[src/rtl/hazard_pkg.sv]
// Shared types and constants for the pipeline hazard controller.
package hazard_pkg;

    // Decoder operation class, as carried on the ID-stage hazard descriptor.
    typedef enum logic [1:0] {
        OpNone  = 2'b00,
        OpAlu   = 2'b01,
        OpLoad  = 2'b10,
        OpStore = 2'b11
    } optype_e;

    // Forwarding mux selects driven back into the EX-stage operand muxes.
    localparam logic [1:0] FWD_RF      = 2'd0;
    localparam logic [1:0] FWD_EX_ALU  = 2'd1;
    localparam logic [1:0] FWD_MEM_ALU = 2'd2;
    localparam logic [1:0] FWD_MEM_LD  = 2'd3;

    // What the controller remembers about each in-flight instruction.
    typedef struct packed {
        logic       valid;
        logic [4:0] rd;
        optype_e    optype;
        logic [4:0] rs2;
    } stage_rec_t;

    localparam stage_rec_t REC_INVALID = '{
        valid:  1'b0,
        rd:     5'd0,
        optype: OpNone,
        rs2:    5'd0
    };

    // A record produces a register value only for ALU/LOAD ops to a non-zero rd.
    function automatic logic rec_writes(stage_rec_t rec);
        return rec.valid && (rec.optype == OpAlu || rec.optype == OpLoad) && (rec.rd != 5'd0);
    endfunction

endpackage

[src/rtl/hazard_ctrl_if.sv]
// ID-stage hazard descriptor plus the stall/flush/forward controls returned to the datapath.
interface hazard_ctrl_if;

    logic       hold;
    logic       id_valid;
    logic [4:0] id_rs1;
    logic [4:0] id_rs2;
    logic [4:0] id_rd;
    logic       id_rs1use;
    logic       id_rs2use;
    logic [1:0] id_optype;
    logic       id_branch_taken;

    logic [1:0] forward_a;
    logic [1:0] forward_b;
    logic       forward_ls;
    logic       stall_pc;
    logic       stall_fd;
    logic       bubble_de;
    logic       flush_fd;

    // Decoder/datapath side.
    modport master (
        output hold, id_valid, id_rs1, id_rs2, id_rd, id_rs1use, id_rs2use, id_optype,
               id_branch_taken,
        input  forward_a, forward_b, forward_ls, stall_pc, stall_fd, bubble_de, flush_fd
    );

    // Hazard controller side.
    modport slave (
        input  hold, id_valid, id_rs1, id_rs2, id_rd, id_rs1use, id_rs2use, id_optype,
               id_branch_taken,
        output forward_a, forward_b, forward_ls, stall_pc, stall_fd, bubble_de, flush_fd
    );

endinterface

[src/rtl/hazard_stage_reg.sv]
// One pipeline-stage record register: loads when enabled, optionally as an empty slot.
module hazard_stage_reg
    import hazard_pkg::*;
(
    input  logic       clk,
    input  logic       rst_n,
    input  logic       en,
    input  logic       clr,
    input  stage_rec_t d,
    output stage_rec_t q
);

    // Record state; clr takes effect only on an enabled (advancing) cycle.
    always_ff @(posedge clk or negedge rst_n) begin
        if (!rst_n) begin
            q <= REC_INVALID;
        end else if (en) begin
            q <= clr ? REC_INVALID : d;
        end
    end

endmodule

[src/rtl/hazard_ctrl.sv]
// Pipeline hazard controller: tracks EX/MEM/WB destinations and drives forwarding selects,
// load-use stalls, ID/EX bubbles and IF/ID flushes for the 5-stage core.
module hazard_ctrl
    import hazard_pkg::*;
(
    input logic          clk,
    input logic          rst_n,
    hazard_ctrl_if.slave hz
);

    stage_rec_t id_rec;
    stage_rec_t ex_q;
    stage_rec_t mem_q;
    stage_rec_t wb_q;

    logic       advance;
    logic       ex_clr;
    logic       ex_ld_a;
    logic       ex_ld_b;
    logic       load_use;
    logic       flush;
    logic       st_fwd;
    logic [1:0] fwd_a;
    logic [1:0] fwd_b;

    // WB store-data index has no consumer; only WB rd/optype matter for forward_ls.
    logic unused_wb_rs2;
    assign unused_wb_rs2 = ^wb_q.rs2;

    function automatic logic src_hit(logic used, logic [4:0] rs, stage_rec_t rec);
        return used && (rs != 5'd0) && (rs == rec.rd) && rec_writes(rec);
    endfunction

    // EX match wins over MEM; an EX load match cannot be forwarded, so select the
    // regfile while the stall holds the instruction in ID.
    function automatic logic [1:0] fwd_sel(logic used, logic [4:0] rs, stage_rec_t ex,
                                           stage_rec_t mem);
        if (src_hit(used, rs, ex)) begin
            return (ex.optype == OpAlu) ? FWD_EX_ALU : FWD_RF;
        end
        if (src_hit(used, rs, mem)) begin
            return (mem.optype == OpAlu) ? FWD_MEM_ALU : FWD_MEM_LD;
        end
        return FWD_RF;
    endfunction

    // Pack the ID descriptor into the record that will enter EX.
    always_comb begin
        id_rec        = REC_INVALID;
        id_rec.valid  = hz.id_valid;
        id_rec.rd     = hz.id_rd;
        id_rec.optype = optype_e'(hz.id_optype);
        id_rec.rs2    = hz.id_rs2;
    end

    assign advance = ~hz.hold;
    // An empty ID slot or a load-use stall both enter EX as a bubble.
    assign ex_clr  = load_use | ~hz.id_valid;

    hazard_stage_reg u_ex_reg (
        .clk   (clk),
        .rst_n (rst_n),
        .en    (advance),
        .clr   (ex_clr),
        .d     (id_rec),
        .q     (ex_q)
    );

    hazard_stage_reg u_mem_reg (
        .clk   (clk),
        .rst_n (rst_n),
        .en    (advance),
        .clr   (1'b0),
        .d     (ex_q),
        .q     (mem_q)
    );

    hazard_stage_reg u_wb_reg (
        .clk   (clk),
        .rst_n (rst_n),
        .en    (advance),
        .clr   (1'b0),
        .d     (mem_q),
        .q     (wb_q)
    );

    // Match, priority and stall/flush decisions from ID inputs and the held records.
    always_comb begin
        ex_ld_a  = 1'b0;
        ex_ld_b  = 1'b0;
        load_use = 1'b0;
        flush    = 1'b0;
        fwd_a    = FWD_RF;
        fwd_b    = FWD_RF;
        st_fwd   = 1'b0;

        ex_ld_a = src_hit(hz.id_rs1use, hz.id_rs1, ex_q) && (ex_q.optype == OpLoad);
        ex_ld_b = src_hit(hz.id_rs2use, hz.id_rs2, ex_q) && (ex_q.optype == OpLoad);

        if (hz.id_valid) begin
            // A store only needs rs2 in MEM, where WB load data can still be forwarded.
            load_use = ex_ld_a || (ex_ld_b && (id_rec.optype != OpStore));
            fwd_a    = fwd_sel(hz.id_rs1use, hz.id_rs1, ex_q, mem_q);
            fwd_b    = fwd_sel(hz.id_rs2use, hz.id_rs2, ex_q, mem_q);
            // Branch outcome is untrustworthy while operands are stale; retry next cycle.
            flush    = hz.id_branch_taken && !load_use;
        end

        // MEM-stage store data path, independent of what currently sits in ID.
        st_fwd = mem_q.valid && (mem_q.optype == OpStore) && wb_q.valid &&
                 (wb_q.optype == OpLoad) && (wb_q.rd != 5'd0) && (mem_q.rs2 == wb_q.rd);
    end

    // Outputs are forced quiet while reset is asserted.
    assign hz.forward_a  = rst_n ? fwd_a : FWD_RF;
    assign hz.forward_b  = rst_n ? fwd_b : FWD_RF;
    assign hz.forward_ls = rst_n & st_fwd;
    assign hz.stall_pc   = rst_n & load_use;
    assign hz.stall_fd   = rst_n & load_use;
    assign hz.bubble_de  = rst_n & load_use;
    assign hz.flush_fd   = rst_n & flush;

endmodule

[src/flat_wrapper.sv]
// flat-port wrapper written by rule: the top's interface ports become plain ports
module hazard_ctrl_flat import hazard_pkg::*;
  (clk, rst_n, hz_hold, hz_id_valid, hz_id_rs1, hz_id_rs2, hz_id_rd, hz_id_rs1use, hz_id_rs2use, hz_id_optype, hz_id_branch_taken, hz_forward_a, hz_forward_b, hz_forward_ls, hz_stall_pc, hz_stall_fd, hz_bubble_de, hz_flush_fd);
  hazard_ctrl_if hz_i ();
  input logic clk;
  input logic rst_n;
  input wire logic [$bits(hz_i.hold)-1:0] hz_hold;
  input wire logic [$bits(hz_i.id_valid)-1:0] hz_id_valid;
  input wire logic [$bits(hz_i.id_rs1)-1:0] hz_id_rs1;
  input wire logic [$bits(hz_i.id_rs2)-1:0] hz_id_rs2;
  input wire logic [$bits(hz_i.id_rd)-1:0] hz_id_rd;
  input wire logic [$bits(hz_i.id_rs1use)-1:0] hz_id_rs1use;
  input wire logic [$bits(hz_i.id_rs2use)-1:0] hz_id_rs2use;
  input wire logic [$bits(hz_i.id_optype)-1:0] hz_id_optype;
  input wire logic [$bits(hz_i.id_branch_taken)-1:0] hz_id_branch_taken;
  output wire logic [$bits(hz_i.forward_a)-1:0] hz_forward_a;
  output wire logic [$bits(hz_i.forward_b)-1:0] hz_forward_b;
  output wire logic [$bits(hz_i.forward_ls)-1:0] hz_forward_ls;
  output wire logic [$bits(hz_i.stall_pc)-1:0] hz_stall_pc;
  output wire logic [$bits(hz_i.stall_fd)-1:0] hz_stall_fd;
  output wire logic [$bits(hz_i.bubble_de)-1:0] hz_bubble_de;
  output wire logic [$bits(hz_i.flush_fd)-1:0] hz_flush_fd;
  assign hz_i.hold = hz_hold;
  assign hz_i.id_valid = hz_id_valid;
  assign hz_i.id_rs1 = hz_id_rs1;
  assign hz_i.id_rs2 = hz_id_rs2;
  assign hz_i.id_rd = hz_id_rd;
  assign hz_i.id_rs1use = hz_id_rs1use;
  assign hz_i.id_rs2use = hz_id_rs2use;
  assign hz_i.id_optype = hz_id_optype;
  assign hz_i.id_branch_taken = hz_id_branch_taken;
  assign hz_forward_a = hz_i.forward_a;
  assign hz_forward_b = hz_i.forward_b;
  assign hz_forward_ls = hz_i.forward_ls;
  assign hz_stall_pc = hz_i.stall_pc;
  assign hz_stall_fd = hz_i.stall_fd;
  assign hz_bubble_de = hz_i.bubble_de;
  assign hz_flush_fd = hz_i.flush_fd;
  hazard_ctrl u_core (.clk(clk), .rst_n(rst_n), .hz(hz_i));
endmodule
[config.mk]
export PLATFORM = sky130hd
export DESIGN_NAME = hazard_ctrl_flat
export DESIGN_NICKNAME = d
export VERILOG_FILES = /design/src/rtl/hazard_pkg.sv /design/src/rtl/hazard_ctrl_if.sv /design/src/rtl/hazard_stage_reg.sv /design/src/rtl/hazard_ctrl.sv /design/src/flat_wrapper.sv
export SDC_FILE = /design/constraint.sdc
export NUM_CORES = 1
export LEC_CHECK = 0
export CORE_ASPECT_RATIO = 1.25
export CORE_MARGIN = 1.5
export CORE_UTILIZATION = 52
export DETAILED_ROUTE_END_ITERATION = 12
export PLACE_DENSITY_LB_ADDON = 0.05
export SYNTH_ARGS = -nofsm -noshare
export SYNTH_HDL_FRONTEND = slang
export SYNTH_SLANG_ARGS = --single-unit
[constraint.sdc]
create_clock -name clk -period 2.5 [get_ports clk]
set_input_delay 0.5 -clock clk [delete_from_list [all_inputs] [get_ports clk]]
set_output_delay 0.5 -clock clk [all_outputs]
set_load 0.05 [all_outputs]
# Word level (Yosys, flattened, before mapping)
# Index checks and enable logic that the tools add are counted.
# totals
ff_bits	34
in_bits	24
out_inout_bits	9
word_cells	87
# op_classes
eq_ne	12
mux	27
bitwise_logic	5
n_reduce_logical	32
# ops
operator	n
== test 5 bit	5
nonzero test 5 bit	5
2-to-1 mux 2 bit	12
logical AND 1 bit	23
2-to-1 mux 1 bit	14
2-to-1 mux 13 bit	1
== test 2 bit (second input constant)	4
== test 2 x 1 -> 1 bit (second input constant)	2
bitwise AND 1 bit	3
logical OR 1 bit	3
!= test 2 bit (second input constant)	1
zero test 1 bit	1
inverter 1 bit	1
OR 1 bit	1

# Longest topological paths before layout
# depth
depth_word	13
depth_mapped	9
depth_no_buf	7

# Hierarchy
# From an unflattened synthesis, not the netlist that was laid out.
# hier_totals
cells_unflattened	254
hier_area_um2	2374.8
# by_module_without_submodules
module	instances	cells_per_inst	area_each_um2	seq_area_each_um2
hazard_stage_reg	3	56	583.1	325.3
hazard_ctrl	1	86	625.6	0.0

# Worst setup path before layout
# No wires, ideal clock.
# synth_path
kind	register to output
from	reg u_core.u_mem_reg.q[5] in the netlist's numbering
to	out hz_forward_b[0]
arrival_ns	2.705
required_ns	2.000
slack_ns	-0.705
stages_incl_launch_ff	6
n_path_buf	0
cell_sequence	dfrtp_1 > ha_1 > and4b_1 > o21ai_0 > or4_1 > o31ai_1
# synth_via
elab_chain_len	12
elab_cells_between_ends	15
cone_classes	eq/ne: 2; mux: 9; reduce/logical: 4
# synth_rtl
element	line	text
start: declaration	hazard_stage_reg.sv:10	output stage_rec_t q
start signal: assignment	hazard_stage_reg.sv:18	q <= clr ? REC_INVALID : d;
== test 2 x 1 -> 1 bit / == test 2 bit (equally long branches)	hazard_pkg.sv:35, hazard_ctrl.sv:42	
logical OR 1 bit	hazard_pkg.sv:35	return rec.valid && (rec.optype == OpAlu || rec.optype == OpLoad) && (rec.rd != 5'd0);
logical AND 1 bit (2 in a row)	hazard_pkg.sv:35	
logical AND 1 bit	hazard_ctrl.sv:31	return used && (rs != 5'd0) && (rs == rec.rd) && rec_writes(rec);
2-to-1 mux 1 bit (2 in a row)	hazard_ctrl.sv:41	if (src_hit(used, rs, mem)) begin
2-to-1 mux 1 bit	hazard_ctrl.sv:100	if (hz.id_valid) begin
2-to-1 mux 2 bit *	hazard_ctrl.sv:44	return FWD_RF;
2-to-1 mux 2 bit *	hazard_ctrl.sv:41	
2-to-1 mux 2 bit *	hazard_ctrl.sv:100	
2-to-1 mux 2 bit *	hazard_ctrl.sv:116	assign hz.forward_b = rst_n ? fwd_b : FWD_RF;
end: declaration	flat_wrapper.sv:17	output wire logic [$bits(hz_i.forward_b)-1:0] hz_forward_b;
# Every way passes the cells marked *; elsewhere a longest branch is shown, timed or not. The select of a mux whose other input is x is not followed.

# Worst setup path after layout
# layout_path
from	reg u_core.u_ex_reg.q[5] in the netlist's numbering
to	out hz_forward_a[0]
# layout_via
elab_chain_len	10
elab_cells_between_ends	15
cone_classes	eq/ne: 2; mux: 9; reduce/logical: 4
# layout_rtl
element	line	text
start: declaration	hazard_stage_reg.sv:10	
start signal: assignment	hazard_stage_reg.sv:18	
== test 2 x 1 -> 1 bit / == test 2 bit (equally long branches)	hazard_pkg.sv:35, hazard_ctrl.sv:39	
logical OR 1 bit	hazard_pkg.sv:35	
logical AND 1 bit (2 in a row)	hazard_pkg.sv:35	
logical AND 1 bit	hazard_ctrl.sv:31	
2-to-1 mux 1 bit	hazard_ctrl.sv:38	if (src_hit(used, rs, ex)) begin
2-to-1 mux 1 bit	hazard_ctrl.sv:100	
2-to-1 mux 2 bit *	hazard_ctrl.sv:41	
2-to-1 mux 2 bit *	hazard_ctrl.sv:100	
2-to-1 mux 2 bit *	hazard_ctrl.sv:115	assign hz.forward_a = rst_n ? fwd_a : FWD_RF;
end: declaration	flat_wrapper.sv:16	output wire logic [$bits(hz_i.forward_a)-1:0] hz_forward_a;
# Marked as above.

==> qor_table.md <==
| Parameter | Value |
| --- | --- |
| Footprint of the flip-flops and latches | 853 um^2 |
| Number of cells produced by synthesis | 155 |
| Worst Path Required | 2.00 ns |
| Sort of element at the start of the critical path | flip-flop |
| Largest stage delay, worst path | 0.40 ns |
| Power per Cell Area | 522 mW/mm^2 |
| 1st-iter DRT viols | 65 |
| Headroom to the max-slew limit | 26.7% |
| Effective utilization at floorplan | 56.0% |
| Number of buffers inserted for hold repair after clock tree synthesis | 0 |
| Setup-failing EPs final | 8 |
| Maximum vdd ir drop | 0.606 mV |
| Path class of the lowest-slack min-delay path | input port to async pin |
| Crit-path max FO | 3 |
| Total number of clock tree sinks | 34 |
| Path type of the worst setup path | flip-flop to output pin |
| Syn avg cell area | 11.9 um^2 |
| Outcome | complete, but fails checks |
| Syn Std Cell Area | 0.00184 mm^2 |
| Post-detailed-route count of antenna-violating nets | 0 |
| Syn Nets | 183 |
| Clock tree from TritonCTS | built |
| Final routed wire length divided by cell count | 20.4 um |
| # Max-Cap Violations | 0 |
| DR DRC count | 0 |
| Post-CTS clock slew at the launch and capture registers of the worst setup and hold paths | 0.07 ns |
| RSZ-0062 raised after global routing | yes |
| Highest-count cells in the layout ignoring fill and taps | 34 x sky130_fd_sc_hd__buf_4, 32 x sky130_fd_sc_hd__dfrtp_1, 23 x sky130_fd_sc_hd__xnor2_1 |
| Fraction of layout cells with a size suffix above 1 | 47.1% |
| Final min period | 2.80 ns |
| Total clock buffers created by CTS | 5 |
| H-tree lvl count | 2 |
| Footprint of the multi-input gates | 0.00111 mm^2 |
| Depth of the most critical reg-to-reg path | 10 |
| Final total power | 1.47 mW |
| IO Count | 33 |
| Crit path arrival time | 2.30 ns |
| Synth-to-layout area growth | 53.4% |
| Max-slew violation count | 0 |
| Global-route wire length before repair | 8.38 mm |
| Height of the chip | 69.5 um |
| # nets final | 252 |
| Leading cell type in the layout, fill and taps excluded | sky130_fd_sc_hd__buf_4 |
| Max Clock Freq | 0.357 GHz |
| Top cell family by delay on the critical path | buffers and inverters |
| Post-synthesis cell type count | 30 |
| Sort of element at the end of the critical path | output pin |
| Count of standard-cell rows | 23 |
| Clock Tree Root | sky130_fd_sc_hd__clkbuf_8 |
| Final cycle utilization of the critical path | 112% |
| Final wirelength | 5.36 mm |
| Cell with the biggest individual delay on the critical path | sky130_fd_sc_hd__dfrtp_1 |
| Aggregate global routing overflow | 0 |
| Worst slew pin tran | 1.10 ns |
| Die extent in x | 56.2 um |
| Filler cells | 168 |
| Skew-Pair Late Insertion Delay | 0.30 ns |
| Leak | 1.18 nW |
| Count of antenna diodes in the layout | 0 |
| Clock buffer depth | 2 |
| Area post-placement | 0.00251 mm^2 |
| Per-cell via count in the routed design | 5.92 |
| Final GP Congestion | 0.847 |
| WP buf/inv | 4 |
| Port Buffer Count | 32 |
| Floorplan die area | 0.00390 mm^2 |
| Number of antenna violations at the first check in global routing | 0 |
| Count of vias placed by the detailed router | 1,552 |
| Largest net degree at the start of global routing | 39 |
| CP cell instances | inv_2 > ha_4 > nor2b_4 > o21ai_4 > buf_6 > nor4_4 > buf_4 > mux2i_4 > buf_12 |
| Fraction of the yosys area taken by sequential cells | 46.3% |
| Count of warnings emitted by yosys | 0 |
| Flip-flop and latch count after synthesis | 34 |
| Total Routing Usage GR | 28.3% |
| Worst-case setup margin in the final layout | -0.304 ns |
| Non-Filler Cell Area, Final | 0.00282 mm^2 |
| Violations in the final reports | negative setup slack |
| Final Hold Vio Count | 0 |
| Vias in the first global route | 1,713 |
| Post-detailed-placement half-perimeter wirelength | 3.31 mm |
| DR pass1 iterations | 4 |
| Clock Skews | 0.00597 ns |
| Stages on worst setup path | 9 |
| Std-Cell Core Area | 0.00328 mm^2 |
state kept, by name, summed over array words and instances, names as in the netlist:
name and flops:
u_core.u_ex_reg.q 13, u_core.u_wb_reg.q 8, u_core.u_mem_reg.q 13
final timing paths:
check / startpoint / endpoint / slack [ns]
setup reg to reg: u_core.u_ex_reg.q[5] / u_core.u_ex_reg.q[5] / 0.37
setup / recovery: u_core.u_ex_reg.q[5] / hz_forward_a[0] / -0.30
min in group clk: u_core.u_ex_reg.q[3] / u_core.u_ex_reg.q[3] / 0.49
max in group asynchronous: rst_n / u_core.u_ex_reg.q[7] / 1.80
hold / removal: rst_n / u_core.u_mem_reg.q[1] / 0.41
hold reg to reg: u_core.u_ex_reg.q[3] / u_core.u_ex_reg.q[3] / 0.49
area by class of cell:
class                   instances  share of cell area [%]
multi-input cells             110                    39.5
inverters                       3                   0.399
well taps                      37                    1.64
clock inverters                 2                   0.444
flip-flops and latches         34                    30.3
repair buffers                 70                    24.8
clock buffers                   6                    2.93
worst reg2reg max path, delay by kind of cell, from the launching register on:
family                   cells  cell delay [ns]
buffers and inverters        4             0.50
AND/OR/NAND/NOR              2             0.50
AO/OA/AOI/OAI                3             0.42
flip-flops                   1             0.40
adder cells (fa/ha/maj)      1             0.21
routing by layer:
layer  vias up  share of wire [%]  global-route usage, %
li1        707                  -                      -
met1       772                 40                   31.5
met2        55                 53                   48.2
met3        18                4.1                   7.09
met4         0                3.4                   16.7
met5         -                  0                      0
logic make-up after synthesis:
family	Yosys count	synth area share, %
and+or+nand+nor	41	13.9
adders and majority gates	4	2.72
AOI/OAI and AO/OA	22	11.0
muxes	19	11.6
DFF	34	46.3
xor gates and xnor gates	24	11.4
buffers and inverters	11	3.06
power breakdown:
| group | internal [mW] | leakage (nW) | switching [mW] |
|---|---|---|---|
| registers | 0.608 | 0.438 | 0.0577 |
| logic | 0.201 | 0.695 | 0.167 |
| clock network | 0.221 | 0.0472 | 0.217 |
| total | 1.03 | 1.18 | 0.441 |
synthesized netlist by cell type:
master,count,share of area [%]
sky130_fd_sc_hd__nor2b_1,3,1.0
sky130_fd_sc_hd__mux2i_1,1,0.54
sky130_fd_sc_hd__buf_4,2,0.82
sky130_fd_sc_hd__inv_1,3,0.61
sky130_fd_sc_hd__and4b_1,1,0.54
sky130_fd_sc_hd__and4_1,1,0.48
sky130_fd_sc_hd__o21ai_4,2,1.8
sky130_fd_sc_hd__o31ai_1,1,0.41
sky130_fd_sc_hd__nand4_1,2,0.68
sky130_fd_sc_hd__buf_6,1,0.61
sky130_fd_sc_hd__nand2b_1,3,1.0
sky130_fd_sc_hd__ha_1,4,2.7
sky130_fd_sc_hd__nor4_2,1,0.68
sky130_fd_sc_hd__or4_1,4,1.6
sky130_fd_sc_hd__nor4_1,4,1.4
sky130_fd_sc_hd__dfrtp_1,34,46
sky130_fd_sc_hd__xnor2_1,24,11
sky130_fd_sc_hd__or4_4,1,0.61
sky130_fd_sc_hd__nor4_4,1,1.2
sky130_fd_sc_hd__a22o_1,1,0.48
sky130_fd_sc_hd__nand3_1,6,1.6
sky130_fd_sc_hd__nor2_1,4,0.82
sky130_fd_sc_hd__o21ai_2,1,0.48
sky130_fd_sc_hd__a32o_1,12,6.5
sky130_fd_sc_hd__o21ai_0,4,1.1
sky130_fd_sc_hd__nand3b_1,1,0.41
sky130_fd_sc_hd__nand2_1,9,1.8
sky130_fd_sc_hd__o21ai_1,1,0.27
sky130_fd_sc_hd__mux2_2,18,11
sky130_fd_sc_hd__clkbuf_1,5,1.0
through the flow:
step / hold slack (ns) / setup TNS (ns) / worst slack (ns) / utilization [%] / instances
floorplan: 0.204 / -0.146 / -0.0753 / - / 155
global placement: 0.470 / -3.85 / -0.519 / 76.6 / 245
detailed placement: 0.479 / -4.61 / -0.575 / 76.6 / 245
CTS: 0.478 / -1.70 / -0.299 / 83.5 / 258
global route: 0.450 / -2.63 / -0.390 / 86.0 / 262
finish: 0.413 / -1.92 / -0.304 / 86.0 / 262
what timing repair did:
action,4_1_cts,5_1_grt
pin swaps,12,4
setup buffers,5,4
resized for setup,40,10
endpoints found under the setup margin,9,9
gates cloned,0,0
No activity file was read; power rests on OpenSTA's default activity.
